===== src/rtl/cla_pkg.sv =====
// Shared types and elaboration helpers for the pipelined carry-lookahead adder/subtractor.
package cla_pkg;

  // Control half of each stage payload; the data half is sized per stage in the top.
  typedef struct packed {
    logic valid;
    logic carry;
  } cla_ctrl_t;

  function automatic int cla_slice_w(input int width, input int stages);
    return width / stages;
  endfunction

  function automatic int cla_group_cnt(input int width, input int stages, input int group);
    return width / (stages * group);
  endfunction

  function automatic bit cla_cfg_ok(input int width, input int stages, input int group);
    return (stages > 32'sd0) && (group > 32'sd0) && ((width % (stages * group)) == 32'sd0);
  endfunction

endpackage


===== src/rtl/cla_group.sv =====
// GROUP-bit carry-lookahead block: sum plus group generate/propagate for the next lookahead level.
module cla_group #(
  parameter int GROUP = 4
) (
  input  logic [GROUP-1:0] a,
  input  logic [GROUP-1:0] b,
  input  logic             cin,
  output logic [GROUP-1:0] sum,
  output logic             gen,
  output logic             prop
);

  logic [GROUP-1:0] g_s;
  logic [GROUP-1:0] p_s;
  logic [GROUP-1:0] c_s;
  logic             gen_s;

  assign g_s = a & b;
  assign p_s = a ^ b;

  // Each bit carry is expanded from cin directly, so synthesis sees flat sum-of-products.
  always_comb begin
    c_s   = '0;
    gen_s = 1'b0;
    for (int i = 0; i < GROUP; i++) begin
      c_s[i] = cin;
      for (int j = 0; j < i; j++) begin
        c_s[i] = g_s[j] | (p_s[j] & c_s[i]);
      end
      gen_s = g_s[i] | (p_s[i] & gen_s);
    end
  end

  assign sum  = p_s ^ c_s;
  assign gen  = gen_s;
  assign prop = &p_s;

endmodule


===== src/rtl/cla_pipe_addsub.sv =====
// Pipelined carry-lookahead adder/subtractor: one slice per stage, valid/ready with global stall.
module cla_pipe_addsub
  import cla_pkg::*;
#(
  parameter int WIDTH  = 32,
  parameter int STAGES = 4,
  parameter int GROUP  = 4
) (
  input  logic             i_clk,
  input  logic             i_rst_n,
  input  logic             i_valid,
  output logic             o_ready,
  input  logic [WIDTH-1:0] i_a,
  input  logic [WIDTH-1:0] i_b,
  input  logic             i_cin,
  input  logic             i_sub,
  output logic             o_valid,
  input  logic             i_ready,
  output logic [WIDTH-1:0] o_sum,
  output logic             o_cout,
  output logic             o_ovf,
  output logic             o_zero,
  output logic             o_neg
);

  localparam int W_S = cla_slice_w(WIDTH, STAGES);
  localparam int NG  = cla_group_cnt(WIDTH, STAGES, GROUP);

  if (!cla_cfg_ok(WIDTH, STAGES, GROUP)) begin : g_cfg_check
    $error("cla_pipe_addsub: WIDTH must be a multiple of STAGES*GROUP");
  end

  logic             en_s;
  logic             out_valid_r;
  logic [WIDTH-1:0] res_sum_r;
  logic             res_cout_r;
  logic             res_ovf_r;
  logic             res_zero_r;
  logic             res_neg_r;

  // Whole pipe advances together; it only freezes when a finished result is waiting.
  assign en_s    = !out_valid_r || i_ready;
  assign o_ready = en_s;
  assign o_valid = out_valid_r;
  assign o_sum   = res_sum_r;
  assign o_cout  = res_cout_r;
  assign o_ovf   = res_ovf_r;
  assign o_zero  = res_zero_r;
  assign o_neg   = res_neg_r;

  for (genvar k = 0; k < STAGES; k++) begin : stg
    localparam int LO     = k * W_S;
    localparam int REM_IN = WIDTH - LO;

    cla_ctrl_t          ctl_in_s;
    logic [REM_IN-1:0]  a_in_s;
    logic [REM_IN-1:0]  b_in_s;
    logic [LO+W_S-1:0]  sum_in_s;
    logic [W_S-1:0]     s_s;
    logic [NG-1:0]      g_s;
    logic [NG-1:0]      p_s;
    logic [NG:0]        c_s;

    if (k == 0) begin : g_src
      assign a_in_s   = i_a;
      assign b_in_s   = i_sub ? ~i_b : i_b;
      assign ctl_in_s = '{valid: i_valid, carry: i_sub | i_cin};
      assign sum_in_s = s_s;
    end else begin : g_chain
      assign a_in_s   = stg[k-1].g_mid.a_rem_r;
      assign b_in_s   = stg[k-1].g_mid.b_rem_r;
      assign ctl_in_s = stg[k-1].g_mid.ctl_r;
      assign sum_in_s = {s_s, stg[k-1].g_mid.sum_r};
    end

    for (genvar g = 0; g < NG; g++) begin : grp
      cla_group #(.GROUP(GROUP)) u_grp (
        .a    (a_in_s[g*GROUP +: GROUP]),
        .b    (b_in_s[g*GROUP +: GROUP]),
        .cin  (c_s[g]),
        .sum  (s_s[g*GROUP +: GROUP]),
        .gen  (g_s[g]),
        .prop (p_s[g])
      );
    end

    // Second lookahead level: every group carry is a flat function of the slice carry-in.
    always_comb begin
      c_s = '0;
      for (int i = 0; i <= NG; i++) begin
        c_s[i] = ctl_in_s.carry;
        for (int j = 0; j < i; j++) begin
          c_s[i] = g_s[j] | (p_s[j] & c_s[i]);
        end
      end
    end

    if (k < STAGES - 1) begin : g_mid
      localparam int REM_OUT = REM_IN - W_S;

      cla_ctrl_t           ctl_r;
      logic [REM_OUT-1:0]  a_rem_r;
      logic [REM_OUT-1:0]  b_rem_r;
      logic [LO+W_S-1:0]   sum_r;

      // Stage register: valid moves on every enabled edge, payload only for live transfers.
      always_ff @(posedge i_clk) begin
        if (!i_rst_n) begin
          ctl_r   <= '0;
          a_rem_r <= '0;
          b_rem_r <= '0;
          sum_r   <= '0;
        end else if (en_s) begin
          ctl_r.valid <= ctl_in_s.valid;
          if (ctl_in_s.valid) begin
            ctl_r.carry <= c_s[NG];
            a_rem_r     <= a_in_s[REM_IN-1:W_S];
            b_rem_r     <= b_in_s[REM_IN-1:W_S];
            sum_r       <= sum_in_s;
          end
        end
      end
    end else begin : g_last
      logic c_msb_s;

      // Carry into the MSB is recovered from the MSB sum bit and its operands.
      assign c_msb_s = s_s[W_S-1] ^ a_in_s[REM_IN-1] ^ b_in_s[REM_IN-1];

      // Output register: result and flags stay frozen while the consumer stalls.
      always_ff @(posedge i_clk) begin
        if (!i_rst_n) begin
          out_valid_r <= 1'b0;
          res_sum_r   <= '0;
          res_cout_r  <= 1'b0;
          res_ovf_r   <= 1'b0;
          res_zero_r  <= 1'b0;
          res_neg_r   <= 1'b0;
        end else if (en_s) begin
          out_valid_r <= ctl_in_s.valid;
          if (ctl_in_s.valid) begin
            res_sum_r  <= sum_in_s;
            res_cout_r <= c_s[NG];
            res_ovf_r  <= c_msb_s ^ c_s[NG];
            res_zero_r <= ~|sum_in_s;
            res_neg_r  <= s_s[W_S-1];
          end
        end
      end
    end
  end

endmodule


===== config.mk =====
export PLATFORM = sky130hd
export DESIGN_NAME = cla_pipe_addsub
export DESIGN_NICKNAME = d
export VERILOG_FILES = /design/src/rtl/cla_pkg.sv /design/src/rtl/cla_group.sv /design/src/rtl/cla_pipe_addsub.sv
export SDC_FILE = /design/constraint.sdc
export NUM_CORES = 1
export LEC_CHECK = 0
export ABC_AREA = 1
export BUFFER_PORTS_ARGS = -buffer_cell sky130_fd_sc_hd__buf_2
export CAP_MARGIN = 25
export CELL_PAD_IN_SITES_DETAIL_PLACEMENT = 1
export CELL_PAD_IN_SITES_GLOBAL_PLACEMENT = 1
export CORE_MARGIN = 3
export CORE_UTILIZATION = 43
export DETAILED_ROUTE_END_ITERATION = 6
export GPL_TIMING_DRIVEN = 0
export PLACE_DENSITY = 0.83
export SLEW_MARGIN = 0
export SYNTH_ARGS = -nofsm -noshare
export SYNTH_HDL_FRONTEND = slang
export SYNTH_SLANG_ARGS = --single-unit

===== constraint.sdc =====
create_clock -name i_clk -period 4.2 [get_ports i_clk]
set_clock_uncertainty 0.1 [all_clocks]
set_input_delay 0.21 -clock i_clk [delete_from_list [all_inputs] [get_ports i_clk]]
set_output_delay 0.21 -clock i_clk [all_outputs]
set_load 0.005 [all_outputs]

# Yosys cells after proc, flatten, opt, wreduce, memory -nomap -nowiden
# Index checks and enable logic that the tools add are counted.
[classes]
muxes = 1
bitwise_logic = 141
n_reduce_logical = 16
[ops]
columns = ["operator", "count"]
rows = [
  ["$xor A4 B4 Y4", 16],
  ["$or A1 B1 Y1", 57],
  ["$and A1 B1 Y1", 56],
  ["$and A4 B4 Y4", 8],
  ["$mux W32", 1],
  ["$not A32 Y32", 1],
  ["$reduce_and A4 Y1", 8],
  ["$reduce_or A32 Y1", 1],
  ["$reduce_and A2 Y1", 4],
  ["$xor A1 B1 Y1", 3],
  ["$logic_not A1 Y1", 2],
  ["$logic_or A1 B1 Y1", 1],
]
[word_totals]
register_bits = 187
out_inout_bits = 38
wordCells = 179

# Logic depth before layout (Yosys ltp)
[logic_depth]
word_depth = 18
depth_mapped = 17

# Hierarchy
# Synthesis repeated with hierarchy kept, for this count alone.
[unflattened]
hier_cells = 1055
hier_area_um2 = 8390.5
[by_module_without_submodules]
columns = ["mod", "n_inst", "cells_per_inst", "area_each_um2"]
rows = [
  ["cla_pipe_addsub", 1, 864, 6914.1],
  ["cla_group at stg[0].grp[0].u_grp ...", 5, 24, 186.4],
  ["cla_group at stg[1].grp[0].u_grp", 1, 23, 183.9],
  ["cla_group at stg[2].grp[0].u_grp", 1, 25, 182.7],
  ["cla_group at stg[1].grp[1].u_grp", 1, 23, 177.7],
]

# Worst setup path before layout
# Ideal clock, no wire load.
[synth_path]
path_type = "input to register"
from = "input port i_sub"
to = "register stg[0].g_mid.sum_r[7]"
t_arrival_ns = 3.012
t_required_ns = 4.014
setup_slack_ns = 1.003
path_stages = 15
path_cell_list = "buf_2 -> buf_2 -> xnor2_1 -> inv_1 -> ha_1 -> a21oi_1 -> nor2_1 -> o21ai_0 -> nand3_1 -> inv_1 -> fa_1 -> fa_1 -> fa_1 -> xor2_1 -> a211oi_1"
[synth_via]
elab_chain_len = 16
[synth_rtl]
columns = ["element", "line", "rtl"]
rows = [
  ["start, declared", "cla_pipe_addsub.sv:16", "input logic i_sub,"],
  ["$mux W32", "cla_pipe_addsub.sv:66", "assign b_in_s = i_sub ? ~i_b : i_b;"],
  ["$xor A4 B4 Y4 / $and A4 B4 Y4 (equally long branches)", "cla_group.sv:19, cla_group.sv:18", ""],
  ["$and A1 B1 Y1", "cla_group.sv:30", "gen_s = g_s[i] | (p_s[i] & gen_s);"],
  ["$or A1 B1 Y1", "cla_group.sv:30", ""],
  ["$and A1 B1 Y1", "cla_group.sv:30", ""],
  ["$or A1 B1 Y1", "cla_group.sv:30", ""],
  ["$and A1 B1 Y1", "cla_group.sv:30", ""],
  ["$or A1 B1 Y1", "cla_group.sv:30", ""],
  ["$or A1 B1 Y1", "cla_pipe_addsub.sv:93", "c_s[i] = g_s[j] | (p_s[j] & c_s[i]);"],
  ["$and A1 B1 Y1", "cla_group.sv:28", "c_s[i] = g_s[j] | (p_s[j] & c_s[i]);"],
  ["$or A1 B1 Y1", "cla_group.sv:28", ""],
  ["$and A1 B1 Y1", "cla_group.sv:28", ""],
  ["$or A1 B1 Y1", "cla_group.sv:28", ""],
  ["$and A1 B1 Y1", "cla_group.sv:28", ""],
  ["$or A1 B1 Y1", "cla_group.sv:28", ""],
  ["$xor A4 B4 Y4 *", "cla_group.sv:34", "assign sum = p_s ^ c_s;"],
  ["end signal, assigned", "cla_pipe_addsub.sv:119", "sum_r <= sum_in_s;"],
  ["end, declared", "cla_pipe_addsub.sv:104", "logic [LO+W_S-1:0] sum_r;"],
]
# Every way passes the cells marked *; elsewhere a longest branch is shown, timed or not.
# A chain may end at the register's enable or synchronous reset.

# Final worst setup path
[layout_path]
from = "register stg[2].g_mid.a_rem_r[3]"
to = "register res_ovf_r (netlist: o_ovf)"
[layout_via]
elab_chain_len = 14
[layout_rtl]
columns = ["element", "line", "rtl"]
rows = [
  ["start, declared", "cla_pipe_addsub.sv:102", "logic [REM_OUT-1:0] a_rem_r;"],
  ["start signal, assigned", "cla_pipe_addsub.sv:117", "a_rem_r <= a_in_s[REM_IN-1:W_S];"],
  ["$xor A4 B4 Y4", "cla_group.sv:19", "assign p_s = a ^ b;"],
  ["$reduce_and A4 Y1 / $and A1 B1 Y1 (equally long branches)", "cla_group.sv:36, cla_group.sv:30", ""],
  ["$and A1 B1 Y1 / $or A1 B1 Y1 (equally long branches)", "cla_pipe_addsub.sv:93, cla_group.sv:30", ""],
  ["$or A1 B1 Y1 *", "cla_pipe_addsub.sv:93", ""],
  ["$and A1 B1 Y1", "cla_group.sv:28", ""],
  ["$or A1 B1 Y1", "cla_group.sv:28", ""],
  ["$and A1 B1 Y1", "cla_group.sv:28", ""],
  ["$or A1 B1 Y1", "cla_group.sv:28", ""],
  ["$and A1 B1 Y1", "cla_group.sv:28", ""],
  ["$or A1 B1 Y1", "cla_group.sv:28", ""],
  ["$xor A4 B4 Y4", "cla_group.sv:34", ""],
  ["$xor A1 B1 Y1 (2 in series)", "cla_pipe_addsub.sv:127", "assign c_msb_s = s_s[W_S-1] ^ a_in_s[REM_IN-1] ^ b_in_s[REM_IN-1];"],
  ["$xor A1 B1 Y1 *", "cla_pipe_addsub.sv:143", "res_ovf_r <= c_msb_s ^ c_s[NG];"],
  ["end signal, assigned", "cla_pipe_addsub.sv:143", ""],
  ["end, declared", "cla_pipe_addsub.sv:37", "logic res_ovf_r;"],
]
# Marked as above.

==> metrics list <==
* Area growth from synthesis to layout: 23.41%
- Run status: complete, no violations
- By startpoint and endpoint, the worst setup path is classified as reg -> reg.
* Post-placement cell count: 1,326
* Cell area after synthesis: 0.008160 mm²
- Setup violations remaining at the end of the flow were counted as 0.
* Fin Setup TNS: 0 ns
- TritonCTS built the clock tree.
- Of the available clock period, the critical path in the final layout requires 80.09%.
- Averaged over all synthesized cells, the footprint is 8.234 µm².
- After clock tree synthesis, the repair step resized 0 gates.
- Final total power: 4.302 mW
- Clock sinks: 186
* Post-CTS setup buffer count: 0
- The routed design has 25.24 mm of wire.
- In this run the static leakage power is 4.539 nW.
- Instance count along the most critical hold path: 4
- Setup repair after global routing left no endpoint under its margin.
* Number of port buffers: 106
- For this run, design rule violations remaining after detail routing come to 0.
- Switching Fraction: 26.58%
- Summing all multi-input logic gate instances after layout gives 0.003910 mm².
- Number of antenna-violating nets in the routed design: 0
* Global-route track usage on met3: 3.827%
* Maximum buffer depth of the clock tree: 2
- Power density of the placed cells: 427.2 mW/mm²
- In the final design database the tool counted 1,287 nets.
- At the pin with the least slew margin, the transition time is 0.7101 ns.
- Via count: 7,291
- Subtracting the final worst setup slack from the clock period gives 3.364 ns.
- The post-route netlist has 15.76% of its cells at a drive strength greater than 1.
- Arrival time reported for the critical path endpoint: 3.59 ns
- The tree is rooted in a sky130_fd_sc_hd__clkbuf_16.
* CTS H-Tree Depth: 4
* Area occupied by registers: 0.003724 mm²
- VDD sags by at most 0.2977 mV.
- Entering global routing, the biggest net connects 17 pins.
- Crit Path Max Fanout: 4
- Number of global-route vias before repair: 7,917
* Most utilized layer in the global route result: met2
* Worst-path clk slew: 0.07 ns
- Worst EP required: 4.43 ns
* Antenna violations before repair: 0
- Once detailed placement completed, the half-perimeter wirelength came to 17.36 mm.
- Kind of start point of the critical path: flip-flop
- Of the total power, registers draw 45.6%.
- The tightest min-delay check is of the in -> reg type.
- Net switching power: 1.143 mW
* Fillers: 2,222
- Reg2Reg Depth: 16
* Hold buffers post-CTS: 45
* Initial standard-cell utilization of the core: 44.52%
* Die Span X: 143.8 µm
- Cell-internal power: 3.158 mW
- Sequential element share of the synthesized area: 45.63%
- In this run the most critical hold path is launched from i_ready.
- Core footprint: 0.01833 mm²
* Number of nets in the synthesized netlist: 1,117
- Number of diodes added for antenna fixing: 0
- The first global-routing pass estimated 40.52 mm of wire.
- Weighted congestion reported at the end of routability-driven placement: 0.8692
* CTS buffer count: 17
- Overflow left after global routing: 0
- The final hold violation count was 0.
* Number of max-slew violations in the final report: 0
- The clock network accounts for 40.6% of the total power.
- In the final routed layout, each cell accounts on average for 17.99 µm.
- I/O Pins: 108
- Launching point of the worst reg2reg path: stg[2].g_mid.a_rem_r[3]
* Post-Synthesis Cells: 991
* Insertion delay to the later sink of the worst-skew pair: 0.44 ns
- Met2 track demand over resource in global routing: 45.39%
* Max Cap Viol: 0
- Number of synthesized register bits: 186
- Height of the chip: 143.8 µm
* Met1 Resource Use GR: 30.75%
- The share of total power dissipated in combinational logic is 13.8%.
- Total global routing track utilization: 25.17%
- Die Area: 0.02067 mm²
- Layout Cells excl Fill: 1,403
- In this run, distinct cell masters in the synthesized netlist total 25.
- Vias per cell: 5.197
- Cell row count: 49
- STA classifies the critical path endpoint as a flip-flop.
- Post-Route Utilization: 54.94%
* Beginning of the critical path: stg[2].g_mid.a_rem_r[3]
* Achievable clock frequency: 0.2973 GHz
- Headroom to the max-slew limit came out at 52.66%.
- Synthesis Warnings: 0
* Drt first-iter violations: 334
* DR pass1 iterations: 4
cells in the final DEF (no fill, tap or decap), types with 2 or more instances in the layout:
master	count
sky130_fd_sc_hd__a21oi_1	51
sky130_fd_sc_hd__nor3_1	4
sky130_fd_sc_hd__a211oi_1	18
sky130_fd_sc_hd__clkinv_4	2
sky130_fd_sc_hd__xor2_1	7
sky130_fd_sc_hd__buf_2	129
sky130_fd_sc_hd__clkbuf_1	29
sky130_fd_sc_hd__inv_2	3
sky130_fd_sc_hd__or2_2	2
sky130_fd_sc_hd__fa_1	24
sky130_fd_sc_hd__clkbuf_16	17
sky130_fd_sc_hd__nand4_1	5
sky130_fd_sc_hd__o21ai_0	163
sky130_fd_sc_hd__nand2_4	3
sky130_fd_sc_hd__clkbuf_8	2
sky130_fd_sc_hd__dfxtp_1	186
sky130_fd_sc_hd__nor2_4	2
sky130_fd_sc_hd__nand2_1	35
sky130_fd_sc_hd__ha_1	32
sky130_fd_sc_hd__buf_4	2
sky130_fd_sc_hd__buf_6	7
sky130_fd_sc_hd__inv_6	2
sky130_fd_sc_hd__nor2_1	294
sky130_fd_sc_hd__nand3_1	10
sky130_fd_sc_hd__clkinvlp_4	4
sky130_fd_sc_hd__inv_1	50
sky130_fd_sc_hd__bufinv_16	4
sky130_fd_sc_hd__dlygate4sd3_1	45
sky130_fd_sc_hd__a211oi_2	4
sky130_fd_sc_hd__xnor2_1	35
layer usage:
metal	routed length, µm	vias up
li1	-	3557
met1	11140	3520
met2	12770	182
met3	920	32
met4	408	0
met5	0	-
stage by stage:
stage               hold slack (ns)  area, µm²  setup slack, ns
finish                      0.01884      10070           0.8362
global route                0.02578      10070           0.6116
CTS                        0.002670      10070           0.8397
detailed placement           0.3636       8977           0.6335
global placement             0.3526       8977           0.7810
floorplan                    0.2730       8160            1.003
cell usage after synthesis:
cell type                  instances  area, µm²
sky130_fd_sc_hd__nor2_1          294       1104
sky130_fd_sc_hd__dfxtp_1         186       3724
sky130_fd_sc_hd__o21ai_0         163      815.8
sky130_fd_sc_hd__a21oi_1          51      255.2
sky130_fd_sc_hd__inv_1            50      187.7
sky130_fd_sc_hd__nand2_1          35      131.4
sky130_fd_sc_hd__xnor2_1          35      306.5
sky130_fd_sc_hd__ha_1             32      400.4
sky130_fd_sc_hd__clkbuf_1         29      108.9
sky130_fd_sc_hd__fa_1             24      480.5
sky130_fd_sc_hd__buf_2            23      115.1
sky130_fd_sc_hd__a211oi_1         18      135.1
sky130_fd_sc_hd__nand3_1          10      50.05
sky130_fd_sc_hd__buf_6             7      78.83
sky130_fd_sc_hd__xor2_1            7      61.31
sky130_fd_sc_hd__nand4_1           5      31.28
sky130_fd_sc_hd__a211oi_2          4      50.05
sky130_fd_sc_hd__nor3_1            4      20.02
sky130_fd_sc_hd__inv_2             3      11.26
sky130_fd_sc_hd__nand2_4           3      33.78
sky130_fd_sc_hd__buf_4             2      15.01
sky130_fd_sc_hd__nor2_4            2      22.52
sky130_fd_sc_hd__or2_2             2      12.51
sky130_fd_sc_hd__clkinv_1          1      3.750
sky130_fd_sc_hd__inv_4             1      6.260
kinds of logic (layout without fill, tap and decap cells):
logic type	count (synthesis)	in the layout	share of synthesized area, %
AOI/OAI and AO/OA	236	236	15.39
DFF	186	186	45.63
and+or+nand+nor	355	355	17.22
xor gates and xnor gates	42	42	4.508
buffers and inverters	116	299	6.455
adders and majority gates	56	56	10.79
power groups by stage:
stage          combinational [mW]  clock (mW)  sequential [mW]
2_1_floorplan               0.358           0             1.97
3_3_place_gp                0.508           0             1.99
3_5_place_dp                0.538           0             2.00
4_1_cts                     0.582        1.76             1.96
5_1_grt                     0.668        1.84             1.97
6_report                    0.593        1.75             1.96
critical path, cell delays in order, from the launching register on:
cell,delay (ns)
sky130_fd_sc_hd__dfxtp_1,0.32
sky130_fd_sc_hd__ha_1,0.34
sky130_fd_sc_hd__nand2_1,0.09
sky130_fd_sc_hd__inv_1,0.06
sky130_fd_sc_hd__nand2_1,0.07
sky130_fd_sc_hd__nand3_1,0.13
sky130_fd_sc_hd__fa_1,0.41
sky130_fd_sc_hd__fa_1,0.40
sky130_fd_sc_hd__fa_1,0.40
sky130_fd_sc_hd__xnor2_1,0.37
sky130_fd_sc_hd__inv_1,0.10
sky130_fd_sc_hd__nand2_1,0.08
sky130_fd_sc_hd__nand2_1,0.06
sky130_fd_sc_hd__nand3_1,0.10
sky130_fd_sc_hd__nand3_1,0.11
sky130_fd_sc_hd__nand2_1,0.10
sky130_fd_sc_hd__inv_1,0.04
final timing paths:
kind | end | slack, ns
hold reg to reg | stg[1].g_mid.a_rem_r[15] | 0.38
setup / recovery | o_ovf | 0.84
setup reg to reg | o_ovf | 0.84
hold / removal | stg[0].g_mid.ctl_r[1] | 0.02
sequential cells by signal, indices dropped and copies added (netlist names):
| name | cells |
|---|---|
| stg.g_mid.b_rem_r | 48 |
| stg.g_mid.a_rem_r | 48 |
| o_zero | 1 |
| stg.g_mid.sum_r | 48 |
| o_cout | 1 |
| o_valid | 1 |
| stg.g_mid.ctl_r | 6 |
| o_ovf | 1 |
| o_sum | 32 |
final cells by class:
| type | instances | share of cell area (%) |
|---|---|---|
| Clock inverter | 13 | 1.888 |
| Buffer | 61 | 3.156 |
| Sequential cell | 186 | 36.97 |
| Multi-Input combinational cell | 689 | 38.82 |
| Timing Repair Buffer | 151 | 9.740 |
| Clock buffer | 19 | 4.497 |
| Tap cell | 229 | 2.845 |
| Inverter | 55 | 2.075 |
(Power assumes the default switching activity.)
